--- config.mk ---
export PLATFORM = sky130hd
export DESIGN_NAME = alu_op_sequencer
export DESIGN_NICKNAME = d
export VERILOG_FILES = /design/src/rtl/alu_op_sequencer.sv
export SDC_FILE = /design/constraint.sdc
export NUM_CORES = 1
export LEC_CHECK = 0
export BUFFER_PORTS_ARGS = -buffer_cell sky130_fd_sc_hd__buf_2
export CAP_MARGIN = 10
export CORE_MARGIN = 10
export CORE_UTILIZATION = 51
export CTS_CLUSTER_DIAMETER = 60
export DETAILED_ROUTE_END_ITERATION = 8
export PLACE_DENSITY = 0.76
export SLEW_MARGIN = 30
export SYNTH_ARGS = -nofsm -noshare
export SYNTH_HDL_FRONTEND = slang
export SYNTH_SLANG_ARGS = --single-unit
export TNS_END_PERCENT = 20
--- constraint.sdc ---
create_clock -name clk -period 2.1 [get_ports clk]
set_clock_uncertainty 0.15 [all_clocks]
set_input_delay 0.105 -clock clk [delete_from_list [all_inputs] [get_ports clk]]
set_output_delay 0.105 -clock clk [all_outputs]
set_load 0.01 [all_outputs]
--- src/rtl/alu_op_sequencer.sv ---
// -----------------------------------------------------------------------------
// alu_op_sequencer
//
// Control unit for the 8-bit ALU result mux. Takes one command at a time,
// reads two operands from a private 4 x 8 register file, presents them to
// the ALU, steps the mux select through park (3'b111) -> opcode -> park,
// writes the settled result back and returns it on a response channel.
// LOADI writes an immediate directly. Opcode 7 is rejected with rsp_err.
//
// Ports
//   clk, rst_n             clock (rising edge), asynchronous active-low reset
//   cmd_valid / cmd_ready  command handshake (ready only while idle)
//   cmd_op                 0-5 ALU op, 6 LOADI, 7 illegal
//   cmd_rd/cmd_rs/cmd_rt   destination / operand A / operand B registers
//   cmd_imm                LOADI immediate
//   alu_a, alu_b           ALU operands (registered, held between ops)
//   alu_sel                ALU mux select, 3'b111 = park
//   alu_result             ALU mux output
//   rsp_valid / rsp_ready  response handshake
//   rsp_data, rsp_err      value written to rd (0 on error), illegal flag
//   busy                   high in any state other than IDLE
//   ops_done               completed responses, wraps at 256
//
// Every output except cmd_ready/busy is a flop whose next value is decoded
// from the current state, so outputs trail the state by one cycle. That lag
// is what gives the operands a full cycle ahead of the select change and a
// full park cycle after the result is sampled.
// -----------------------------------------------------------------------------
module alu_op_sequencer #(
   parameter int unsigned ALU_WAIT = 1   // select hold cycles, legal 1..15
) (
   input  logic       clk,
   input  logic       rst_n,
   input  logic       cmd_valid,
   output logic       cmd_ready,
   input  logic [2:0] cmd_op,
   input  logic [1:0] cmd_rd,
   input  logic [1:0] cmd_rs,
   input  logic [1:0] cmd_rt,
   input  logic [7:0] cmd_imm,
   output logic [7:0] alu_a,
   output logic [7:0] alu_b,
   output logic [2:0] alu_sel,
   input  logic [7:0] alu_result,
   output logic       rsp_valid,
   input  logic       rsp_ready,
   output logic [7:0] rsp_data,
   output logic       rsp_err,
   output logic       busy,
   output logic [7:0] ops_done
);

   localparam logic [2:0] SEL_PARK = 3'b111;
   localparam logic [2:0] OP_LOADI = 3'd6;

   typedef enum logic [2:0] {
      IDLE,
      SETUP,
      EXEC,
      CAPTURE,
      RESP
   } state_t;

   state_t     state_q,     state_d;
   logic [2:0] op_q,        op_d;
   logic [1:0] rd_q,        rd_d;
   logic [1:0] rs_q,        rs_d;
   logic [1:0] rt_q,        rt_d;
   logic [3:0] cnt_q,       cnt_d;
   logic [7:0] rf_q [4];
   logic [7:0] rf_d [4];
   logic [7:0] alu_a_q,     alu_a_d;
   logic [7:0] alu_b_q,     alu_b_d;
   logic [2:0] alu_sel_q,   alu_sel_d;
   logic       rsp_valid_q, rsp_valid_d;
   logic [7:0] rsp_data_q,  rsp_data_d;
   logic       rsp_err_q,   rsp_err_d;
   logic [7:0] ops_done_q,  ops_done_d;

   always_comb begin
      state_d     = state_q;
      op_d        = op_q;
      rd_d        = rd_q;
      rs_d        = rs_q;
      rt_d        = rt_q;
      cnt_d       = cnt_q;
      rf_d        = rf_q;
      alu_a_d     = alu_a_q;
      alu_b_d     = alu_b_q;
      alu_sel_d   = alu_sel_q;
      rsp_valid_d = rsp_valid_q;
      rsp_data_d  = rsp_data_q;
      rsp_err_d   = rsp_err_q;
      ops_done_d  = ops_done_q;

      case (state_q)
         IDLE: begin
            if (cmd_valid) begin
               op_d = cmd_op;
               rd_d = cmd_rd;
               rs_d = cmd_rs;
               rt_d = cmd_rt;
               if (cmd_op < OP_LOADI) begin
                  state_d = SETUP;
               end else if (cmd_op == OP_LOADI) begin
                  rf_d[cmd_rd] = cmd_imm;
                  rsp_data_d   = cmd_imm;
                  rsp_err_d    = 1'b0;
                  state_d      = RESP;
               end else begin
                  rsp_data_d = 8'h00;
                  rsp_err_d  = 1'b1;
                  state_d    = RESP;
               end
            end
         end

         // Operands are captured here, before any write-back, so rd may
         // alias rs/rt freely. Select stays parked for this cycle.
         SETUP: begin
            alu_a_d = rf_q[rs_q];
            alu_b_d = rf_q[rt_q];
            cnt_d   = 4'(ALU_WAIT);
            state_d = EXEC;
         end

         EXEC: begin
            alu_sel_d = op_q;
            if (cnt_q == 4'd1) begin
               state_d = CAPTURE;
            end else begin
               cnt_d = cnt_q - 4'd1;
            end
         end

         // alu_sel still shows the opcode during this cycle (output lag),
         // so alu_result is sampled at the edge that parks the select.
         CAPTURE: begin
            alu_sel_d    = SEL_PARK;
            rf_d[rd_q]   = alu_result;
            rsp_data_d   = alu_result;
            rsp_err_d    = 1'b0;
            state_d      = RESP;
         end

         RESP: begin
            rsp_valid_d = 1'b1;
            if (rsp_valid_q && rsp_ready) begin
               rsp_valid_d = 1'b0;
               ops_done_d  = ops_done_q + 8'd1;
               state_d     = IDLE;
            end
         end

         default: begin
            state_d = IDLE;
         end
      endcase
   end

   always_ff @(posedge clk or negedge rst_n) begin
      if (!rst_n) begin
         state_q     <= IDLE;
         op_q        <= 3'd0;
         rd_q        <= 2'd0;
         rs_q        <= 2'd0;
         rt_q        <= 2'd0;
         cnt_q       <= 4'd0;
         rf_q        <= '{default: 8'h00};
         alu_a_q     <= 8'h00;
         alu_b_q     <= 8'h00;
         alu_sel_q   <= SEL_PARK;
         rsp_valid_q <= 1'b0;
         rsp_data_q  <= 8'h00;
         rsp_err_q   <= 1'b0;
         ops_done_q  <= 8'h00;
      end else begin
         state_q     <= state_d;
         op_q        <= op_d;
         rd_q        <= rd_d;
         rs_q        <= rs_d;
         rt_q        <= rt_d;
         cnt_q       <= cnt_d;
         rf_q        <= rf_d;
         alu_a_q     <= alu_a_d;
         alu_b_q     <= alu_b_d;
         alu_sel_q   <= alu_sel_d;
         rsp_valid_q <= rsp_valid_d;
         rsp_data_q  <= rsp_data_d;
         rsp_err_q   <= rsp_err_d;
         ops_done_q  <= ops_done_d;
      end
   end

   assign cmd_ready = (state_q == IDLE);
   assign busy      = (state_q != IDLE);
   assign alu_a     = alu_a_q;
   assign alu_b     = alu_b_q;
   assign alu_sel   = alu_sel_q;
   assign rsp_valid = rsp_valid_q;
   assign rsp_data  = rsp_data_q;
   assign rsp_err   = rsp_err_q;
   assign ops_done  = ops_done_q;

endmodule

**After elaboration in Yosys (flattened, before gate mapping)**

Cells that the tools add are included.

- Register bits: 85
- Bits of input ports: 29
- Output and inout port bits: 39
- Logic and storage cells: 89

- Add/sub/neg operators: 2
- $lt $le $gt $ge: 7
- Equal/unequal tests: 12
- Multiplexer cells: 33
- Bitwise gates (word level): 4
- Reductions and logical operators: 14

Operators by type and width:

| kind | number |
|---|---|
| $mux 32 | 3 |
| $mux 8 | 9 |
| $bwmux 32 | 2 |
| $pmux 32 s2 | 1 |
| $bmux 8 s2 | 2 |
| $demux 8 s2 | 2 |
| $pmux 8 s2 | 1 |
| $pmux 3 s5 | 1 |
| $ge 3x3->1 const B | 4 |
| $mux 3 | 4 |
| $not 2->3 | 4 |
| $ne 2x2->1 const B | 5 |
| $add 8x1->8 const B | 1 |
| $pmux 4 s2 | 1 |
| $eq 3x2->1 const B | 2 |
| $eq 3x3->1 const B | 2 |
| $lt 3x1->1 const B | 2 |
| $pmux 3 s2 | 1 |
| $reduce_and 2->1 | 3 |
| $reduce_and 3->1 | 2 |
| $reduce_bool 2->1 | 3 |
| $eq 4x1->1 const B | 1 |
| $mux 1 | 4 |
| $mux 4 | 1 |
| other kinds (9) | 11 |

**Depth between registers and ports, before layout**

Gate-level depths: netlist of the first run.

- Depth in word-level cells: 10
- Gate-level depth with buffers: 6
- Gate-level depth less buffers: 6

**Worst setup path before layout of the first run**

OpenSTA, ideal clock, no wires.

- Kind: register -> register
- Start point: reg cnt_q[1]
- End point: reg cnt_q[1]
- Arrival time: 1,695 ps
- Data required time: 1,828 ps
- Setup slack: 133 ps
- Stages on the path, launching flop included: 7
- Cells stage by stage: dfrtp_1 -> inv_1 -> ha_1 -> or3b_2 -> and2_0 -> mux2_2 -> a32o_1

- Longest elaborated chain between the ends: 3
- Elaborated cells on any way between the ends: 6

RTL lines:

| item | line | source |
|---|---|---|
| from (decl) | 69 | `logic [3:0] cnt_q, cnt_d;` |
| from (signal assigned) | 183 | `cnt_q <= cnt_d;` |
| $sub 4x1->4 / $eq 4x1->1 (equally long branches) | 132, 129 |  |
| $mux 4 / $ne 2x2->1 (equally long branches) | -- |  |
| $pmux 4 s2 / $reduce_and 2->1 (equally long branches) | -- |  |

Parallel ways exist; a longest one is shown, timed or not. The select of a mux whose other input is x is not followed.
A chain may end at the register's enable or synchronous reset.

**Worst setup path in the final report of the first run**

Ends and elaborated chain as after synthesis.

==> flow_metrics.tcl, run 1 <==
set metrics [dict create \
    worstPathArrival_ns 2.14 \
    grt-ovfl-total 0 \
    die_area_um2 12200 \
    cts_tree "done" \
    rsz0062_at_grt "false" \
    synth_fp_nets 384 \
    drc 0 \
    drive_gt1_share_pct 37.0 \
    cts_sinks 85 \
    max_slew_margin_pct 63.0 \
    comb_power_share_pct 41.9 \
    grt_pass1_wl_um 17300 \
    gp_congestion 0.817 \
    ios 68 \
    path_class "reg -> reg" \
    dieHeight_um 111 \
    synth_area_um2 4190 \
    drv_cap 0 \
    dp_hpwl_um 7380 \
    htree_levels 3 \
    vias_per_cell 5.62 \
    die_w_um 111 \
    crit_path_max_fanout 4 \
    syn_inst 352 \
    async_reset_ff_share_pct 100 \
    setup_violations 0 \
    avgSynthCellArea_um2 11.9 \
    multi_input_area_um2 1970 \
    drt-wirelength-per-cell_um 17.6 \
    power_switching_mw 2.61 \
    fillerInstances 649 \
    grt_pass1_vias 3386 \
    drt_iter0_drc 258 \
    p_seq_share_pct 42.3 \
    ys_ff_latch 85 \
    netlist.area_leader.share_pct 49.0 \
    clockRootBuffer "clkbuf_8" \
    drv_slew 0 \
    drtAntennaViolNets 0 \
    sw_frac_of_total_pct 37.3 \
    p_total_mw 6.99 \
    synth_common_cells "dfrtp_1 (82), mux2_2 (33), a22oi_1 (32), nor2_1 (30), nand2_1 (28)" \
    crit_path_end_kind "register" \
    yosys_warnings 0 \
    cts_buffers 9 \
    cts_max_path_buffers 2 \
    antenna_found_initial 1 \
    startpoint_type "register" \
    grt_max_degree 32 \
    outcome "completed" \
    firstDrtPassIters 4 \
    vias 3220 \
    insertion_delay_ns 0.35 \
    powerDensity_nw_per_um2 1340 \
    period_minus_slack_ns 2.05 \
    setup_tns_ns 0 \
    yosysSeqAreaShare_pct 50.9 \
    hold_path.class "in -> reg" \
    drt-total-wl_um 10100 \
    critPathRequiredTime_ns 2.19 \
    internal_power_mw 4.38 \
    yosysMostFrequentCell "dfrtp_1" \
    vdd_drop_max_mv 0.599 \
    fin_crit_sh_pct 97.7 \
    leakage_nw 2.37 \
    clockPowerShare_pct 15.8 \
    synth.distinct_cells 46 \
    rows 33 \
    synth_area_leaders "dfrtp_1 (49%), mux2_2 (8.9%), mux4_2 (8.6%)" \
    core-area_um2 8090 \
    numPortBuffers 67 \
    initial_core_util_pct 51.8 \
    nNetsFinal 494 \
    synth-edff-count 0 \
    grtUsageTotal_pct 16.7 \
    ys.flop_type "dfrtp_1" \
    yosysTopAreaCell "dfrtp_1" \
    final-hold-violation-count 0 \
    register_area_um2 2130 \
    syn2layout_area_growth_pct 24.8 \
    clk_pin_slew_ns 0.09 \
    final_core_util_pct 64.6 \
    fmax_ghz 0.488 \
    worst_pin_slew_ns 0.555 \
]
==> repair_timing <==
item | 4_1_cts | 5_1_grt
setup endpoints to repair | 0 | 2
hold endpoints to repair | 93 | 0
buffers inserted | 0 | 1
resized for setup | 0 | 2
hold buffers | 26 | 0
==> worst paths after layout <==
path | cells past startpoint | slack (ns) | to | start
worst min-delay path | 3 | 0.02 | state_q[2]$_DFFE_PN0P_ | rsp_ready
worst max-delay path | 6 | 0.05 | cnt_q[1]$_DFFE_PN0P_ | cnt_q[1]$_DFFE_PN0P_
min in group asynchronous | 2 | 0.06 | alu_a[0]$_DFFE_PN0P_ | rst_n
max in group asynchronous | 3 | 1.01 | alu_b[4]$_DFFE_PN0P_ | rst_n
worst max register to register | 6 | 0.05 | cnt_q[1]$_DFFE_PN0P_ | cnt_q[1]$_DFFE_PN0P_
worst min register to register | 2 | 0.33 | alu_sel[2]$_DFFE_PN1P_ | alu_sel[2]$_DFFE_PN1P_
==> layer usage <==
layer | vias to the layer above | global-route usage [%] | wire length (um) | share of wire (%)
met5 | - | 0 | 0 | 0
met4 | 0 | 5.03 | 110 | 1.1
met3 | 8 | 4.44 | 494 | 4.9
met2 | 92 | 25.5 | 4760 | 47
met1 | 1594 | 22.7 | 4720 | 47
li1 | 1526 | - | - | -
==> layout make-up <==
| type | count | share of cell area [%] |
|---|---|---|
| sequential | 85 | 40.8 |
| antenna | 1 | 0.0479 |
| clock buffer | 9 | 2.37 |
| tap | 105 | 2.51 |
| multi-input combinational | 244 | 37.6 |
| inverter | 6 | 0.431 |
| timing repair buffer | 116 | 15.0 |
| clock inverter | 7 | 1.27 |
==> logic make-up (layout without fill, tap and decap cells) <==
family | count (synthesis) | count (layout) | synth area share, %
buffers and inverters | 23 | 138 | 2.57
other | 0 | 1 | 0
muxes | 49 | 49 | 17.5
and+or+nand+nor | 95 | 95 | 11.3
AOI/OAI and AO/OA | 87 | 87 | 14.8
adders and majority gates | 3 | 3 | 0.896
DFF | 85 | 85 | 50.9
xor gates and xnor gates | 10 | 10 | 2.09
==> power groups by stage <==
stage               clock, mW  sequential [mW]  combinational (mW)
floorplan                   0             2.83                2.02
finish                   1.10             2.95                2.93
global route             1.21             3.07                3.23
detailed placement          0             2.97                2.86
CTS                      1.12             2.96                2.92
global placement            0             2.93                2.75
==> worst max-delay path, cell delays in order (launching register included) <==
cell and delay, ns:
dfrtp_1 0.42, inv_1 0.10, ha_1 0.15, or3b_2 0.47, and2_1 0.18, mux2_2 0.27
a32o_1 0.20
==> stage by stage <==
stage	cell area [um^2]	hold slack [ns]	instances	setup slack, ns
2_1_floorplan	4190	-0.341	352	0.133
3_3_place_gp	4760	-0.0869	529	0.166
3_5_place_dp	4760	-0.0871	529	0.0429
4_1_cts	5210	0.00601	571	0.0290
5_1_grt	5230	0.00929	573	0.00111
6_report	5230	0.0226	573	0.0492
==> flip-flops by register name (all words and copies together), names as in the netlist <==
register   flops
alu_sel        3
rs_q           2
ops_done       8
rd_q           2
rf_q          32
alu_b          8
rt_q           2
cnt_q          4
rsp_err        1
rsp_valid      1
state_q        3
rsp_data       8
alu_a          8
op_q           3
==> cell usage in the layout, fill, tap and decap left out, types with 2 or more instances in the layout <==
cell	n
and3b_1	2
xor2_1	4
o21ai_0	13
inv_1	6
inv_6	3
a22oi_1	32
nor2_2	2
clkbuf_8	9
nor2b_1	2
xnor2_1	6
ha_1	3
a21oi_2	3
and2_0	2
o21ai_2	2
nand2b_1	3
dfstp_2	3
buf_2	66
nand3_1	5
mux4_2	16
a21oi_1	17
dfrtp_1	82
clkinvlp_4	2
nor3_1	4
a32o_1	2
buf_4	23
nor2_1	30
dlygate4sd3_1	26
a22o_1	8
nand4_1	4
nand2_1	28
mux2_2	33
o21ai_1	6
Power figures use the tool's default switching activity.
==> run 2, diff against run 1 <==
--- a/config.mk
+++ b/config.mk
@@ -7,9 +7,10 @@
 export LEC_CHECK = 0
 export BUFFER_PORTS_ARGS = -buffer_cell sky130_fd_sc_hd__buf_2
 export CAP_MARGIN = 10
-export CORE_MARGIN = 10
 export CORE_UTILIZATION = 51
+export CTS_BUF_LIST = sky130_fd_sc_hd__clkbuf_16
 export CTS_CLUSTER_DIAMETER = 60
+export CTS_CLUSTER_SIZE = 16
 export DETAILED_ROUTE_END_ITERATION = 8
 export PLACE_DENSITY = 0.76
 export SLEW_MARGIN = 30
==> run 2 against run 1 <==
Compared with the run above:
- worst hold slack got worse by 0.021 ns
- total power rose by 6.0%
- count of clock-buffer cells in the layout did not move
- via count rose by 1.2%
- sequential power rose by 2%
- clock power rose by 41%
- cell area rose by 0.19%
- cell count fell by 2.3%
- register-to-register slack improved by 0.05 ns
- die area fell by 30%
- critical path depth did not move
- sequential share of layout area fell by 0.078 points
- critical path type unchanged
==> flow_metrics.tcl, run 2 (same netlist as run 1, synthesis figures left out) <==
set metrics [dict create \
    outcome "completed" \
    grt_max_degree 47 \
    worstReg2RegStart "cnt_q[1]$_DFFE_PN0P_" \
    critPathRequiredTime_ns 2.17 \
    dp_slack_ns 0.0652 \
    crit_path_end_kind "register" \
    syn2layout_area_growth_pct 25.0 \
    drc 0 \
    worst_path_max_delay_cell "or3b_2" \
    n_antenna_cell 0 \
    fin_crit_sh_pct 95.2 \
    grt_pass1_wl_um 15700 \
    cts_buffers 9 \
    firstDrtPassIters 5 \
    placed_cell_area_um2 4750 \
    nNetsFinal 485 \
    numPortBuffers 67 \
    initial_core_util_pct 53.4 \
    die_area_um2 8580 \
    path_class "reg -> reg" \
    final_cell_mix "dfrtp_1 (82), buf_2 (66), mux2_2 (33)" \
    leakage_nw 2.38 \
    core-area_um2 7850 \
    worst_pin_slew_ns 0.591 \
    cts_tree "done" \
    drt_iter0_drc 214 \
    path_buf_inv 1 \
    gp_congestion 0.820 \
    drv_slew 0 \
    grt-ovfl-total 0 \
    rsz0062_at_grt "false" \
    grt_pass1_vias 3106 \
    setup_tns_ns 0 \
    die_w_um 92.6 \
    final_common_cell "dfrtp_1" \
    hold_path.class "in -> reg" \
    drive_gt1_share_pct 37.6 \
    final-hold-violation-count 0 \
    antenna_found_initial 0 \
    max_slew_margin_pct 60.6 \
    crit_chain "inv_1 -> ha_1 -> or3b_2 -> and2_0 -> mux2_2 -> a32o_1" \
    largest-register "rf_q" \
    cts_max_path_buffers 2 \
    timing.hold.ws_ns 0.00177 \
    clockRootBuffer "clkbuf_16" \
    period_minus_slack_ns 2.00 \
    slowest_delay_ns 0.47 \
    cp-startpoint "cnt_q[1]$_DFFE_PN0P_" \
    crit_family "simple AND/OR/NAND/NOR gates" \
    vdd_drop_max_mv 0.627 \
    fin_area_um2 5240 \
    htree_levels 3 \
    dp_hpwl_um 6680 \
    dieHeight_um 92.6 \
    drv_cap 0 \
    setup_violations 0 \
    cts_sinks 85 \
    worstPathArrival_ns 2.07 \
    fmax_ghz 0.500 \
    vias 3260 \
    rows 32 \
    setup_ws_ns 0.100 \
    drt-total-wl_um 9520 \
    r2r_slack_ns 0.10 \
    hold_start "alu_result[5]" \
    powerDensity_nw_per_um2 1410 \
    vias_per_cell 5.82 \
    insertion_delay_ns 0.33 \
    grtUsageTotal_pct 23.8 \
    startpoint_type "register" \
    ios 68 \
    largest_reg_flops 32 \
    clk_pin_slew_ns 0.06 \
    drt-wirelength-per-cell_um 17.0 \
    drtAntennaViolNets 0 \
    crit_path_max_fanout 4 \
]
run 2: changes by cell type in the layout (fill, tap and decap cells not counted), sizes merged:
cell,before,now
diode,1,0
dlygate4sd3,26,19
inv,9,8
buf,90,88
clkinv,2,3
clkinvlp,2,1
bufinv,0,1
run 2: worst min-delay path, cell delays in order:
cell and delay [ns]:
buf_2 0.14, a22oi_1 0.10, o21ai_2 0.11
run 2: area by class of cell:
cell class	count	area, um^2
clock inverters	7	65.1
flip-flops and latches	85	2130
well taps	102	128
repair buffers	107	698
fillers	627	2610
clock buffers	9	225
multi-input cells	244	1970
inverters	6	22.5
run 2: metal layers:
| layer | vias to the layer above | track usage, % | part of all wire (%) |
|---|---|---|---|
| met5 | - | 0 | 0 |
| met4 | 0 | 8.59 | 1.1 |
| met3 | 9 | 3.61 | 5.9 |
| met2 | 126 | 34.8 | 46 |
| met1 | 1613 | 36.3 | 47 |
| li1 | 1512 | - | - |
run 2: worst paths after layout:
kind	end	depth (start not counted)
worst min-delay path	rf_q[5]$_DFFE_PN0P_	3
max in group asynchronous	alu_b[7]$_DFFE_PN0P_	3
worst max register to register	cnt_q[1]$_DFFE_PN0P_	6
worst max-delay path	cnt_q[1]$_DFFE_PN0P_	6
worst min register to register	ops_done[7]$_DFFE_PN0P_	1
min in group asynchronous	op_q[2]$_DFFE_PN0P_	2
run 2: power breakdown:
group	leakage (nW)	switching (mW)	total, mW	internal (mW)
Clock	0.147	0.636	1.55	0.915
Combinational	1.15	1.28	2.84	1.57
Sequential	1.08	0.679	3.01	2.34
run 2: repair_timing:
action | in CTS | in global routing
endpoints found under the hold margin | 59 | 0
endpoints found under the setup margin | 0 | 9
hold buffers | 19 | 0
gates resized for setup | 0 | 2
buffers inserted | 0 | 0
run 2: metrics by stage:
step	power, mW	util, %	cells
after floorplan	4.85	-	352
after global placement	5.64	60.5	525
after detailed placement	5.80	60.5	525
after CTS	7.40	66.6	560
after global routing	7.86	66.7	560
final	7.41	66.7	560
==> run 3, diff against run 2 <==
--- a/config.mk
+++ b/config.mk
@@ -13,6 +13,7 @@
 export CTS_CLUSTER_SIZE = 16
 export DETAILED_ROUTE_END_ITERATION = 8
 export PLACE_DENSITY = 0.76
+export RECOVER_POWER = 50
 export SLEW_MARGIN = 30
 export SYNTH_ARGS = -nofsm -noshare
 export SYNTH_HDL_FRONTEND = slang
==> run 3 against run 2 <==
Compared with the run above:
- total power down 0.82%
- clock power about the same
- die area did not move
- worst setup slack improved by 0.00063 ns
- cell count did not move
- fmax about the same
- global-route usage did not move
- via count grew 0.80%
- count of clock-buffer cells in the layout stayed put
- non-clock buffer count unchanged
- register-to-register slack is essentially flat
- cell area shrank 0.96%
- critical endpoint unchanged
- highest routed layer unchanged
==> flow_metrics.tcl, run 3 (same netlist as run 1, synthesis figures left out) <==
set metrics [dict create \
    outcome "completed" \
    crit_family "simple AND/OR/NAND/NOR gates" \
    drv_cap 0 \
    drc 0 \
    rows 32 \
    drt-total-wl_um 9470 \
    path_class "reg -> reg" \
    worst_path_max_delay_cell "or3b_2" \
    vias_per_cell 5.87 \
    powerDensity_nw_per_um2 1420 \
    setup_violations 0 \
    cts_buffers 9 \
    final_cell_mix "dfrtp_1 (82), clkbuf_1 (34), mux2_2 (33)" \
    core-area_um2 7850 \
    timing.hold.ws_ns 0.00545 \
    vdd_drop_max_mv 0.628 \
    die_w_um 92.6 \
    nNetsFinal 485 \
    placed_cell_area_um2 4750 \
    dieHeight_um 92.6 \
    startpoint_type "register" \
    fin_crit_sh_pct 95.2 \
    drt_iter0_drc 231 \
    cts_setup_buffers 0 \
    final-hold-violation-count 0 \
    vias 3286 \
    drt-wirelength-per-cell_um 16.9 \
    drtAntennaViolNets 0 \
    worst_pin_slew_ns 1.13 \
    crit_chain "inv_1 -> ha_1 -> or3b_2 -> and2_0 -> mux2_2 -> a32o_1" \
    dp_slack_ns 0.0652 \
    largest_reg_flops 32 \
    setup_tns_ns 0 \
    grtUsageTotal_pct 23.8 \
    grt-ovfl-total 0 \
    fillerInstances 634 \
    critPathRequiredTime_ns 2.17 \
    numPortBuffers 67 \
    worstPathArrival_ns 2.07 \
    period_minus_slack_ns 2.00 \
    crit_path_end_kind "register" \
    fmax_ghz 0.500 \
    rsz0062_at_grt "false" \
    max_slew_margin_pct 24.8 \
    cts_max_path_buffers 2 \
    setup_ws_ns 0.101 \
    clk_pin_slew_ns 0.06 \
    antenna_found_initial 0 \
    r2r_slack_ns 0.10 \
    cts_sinks 85 \
    ios 68 \
    cts_tree "done" \
    gp_congestion 0.820 \
    hold_path.class "in -> reg" \
    clockRootBuffer "clkbuf_16" \
    n_antenna_cell 0 \
    drv_slew 0 \
    initial_core_util_pct 53.4 \
    die_area_um2 8580 \
    crit_path_max_fanout 4 \
    leakage_nw 2.25 \
    slowest_delay_ns 0.47 \
    grt_max_degree 47 \
    p_total_mw 7.35 \
    insertion_delay_ns 0.33 \
    fin_area_um2 5190 \
    dp_hpwl_um 6680 \
    syn2layout_area_growth_pct 23.8 \
    firstDrtPassIters 5 \
    grt_pass1_vias 3106 \
    htree_levels 3 \
    largest-register "rf_q" \
    path_buf_inv 1 \
    final_common_cell "dfrtp_1" \
    drive_gt1_share_pct 30.1 \
    grt_pass1_wl_um 15700 \
]
run 3: layer usage:
metal	track usage, %	routed length [um]	vias up	part of all wire [%]
li1	-	-	1517	-
met3	3.61	545	13	5.8
met4	8.59	137	0	1.4
met2	34.8	4370	121	46
met1	36.3	4410	1635	47
met5	0	0	-	0
run 3: tightest hold or removal path, delay by kind of cell:
kind,cells,cell delay (ns)
compound gates,2,0.21
buf+inv,1,0.13
run 3: timing repair:
| item | CTS | global route |
|---|---|---|
| endpoints found under the setup margin | 0 | 9 |
| hold buffers | 19 | 0 |
| endpoints found under the hold margin | 59 | 0 |
| gates resized for setup | 0 | 2 |
run 3: path summary, 6_finish.rpt:
check | startpoint | to | depth (start not counted)
setup / recovery | cnt_q[1]$_DFFE_PN0P_ | cnt_q[1]$_DFFE_PN0P_ | 6
max in group asynchronous | rst_n | rf_q[4]$_DFFE_PN0P_ | 3
setup reg to reg | cnt_q[1]$_DFFE_PN0P_ | cnt_q[1]$_DFFE_PN0P_ | 6
hold reg to reg | ops_done[7]$_DFFE_PN0P_ | ops_done[7]$_DFFE_PN0P_ | 1
min in group asynchronous | rst_n | op_q[2]$_DFFE_PN0P_ | 2
hold / removal | alu_result[5] | rf_q[5]$_DFFE_PN0P_ | 3
run 3: report_power, final:
group / total (mW) / switching [mW] / internal [mW]
clock: 1.55 / 0.632 / 0.914
combinational: 2.79 / 1.28 / 1.51
sequential: 3.01 / 0.679 / 2.34
total: 7.35 / 2.59 / 4.76
run 3: stage by stage:
| stage | utilization [%] | std cells |
|---|---|---|
| after floorplan | - | 352 |
| final | 66.1 | 560 |
| after global routing | 66.1 | 560 |
| after global placement | 60.5 | 525 |
| after CTS | 66.6 | 560 |
| after detailed placement | 60.5 | 525 |
run 3: area by class of cell:
type,count,area (um^2),area share [%]
Sequential cell,85,2130,41.1
Multi-Input combinational cell,244,1970,37.9
Timing Repair Buffer,107,648,12.5
Clock buffer,9,225,4.34
Tap cell,102,128,2.46
Clock inverter,7,65.1,1.25
Inverter,6,22.5,0.434
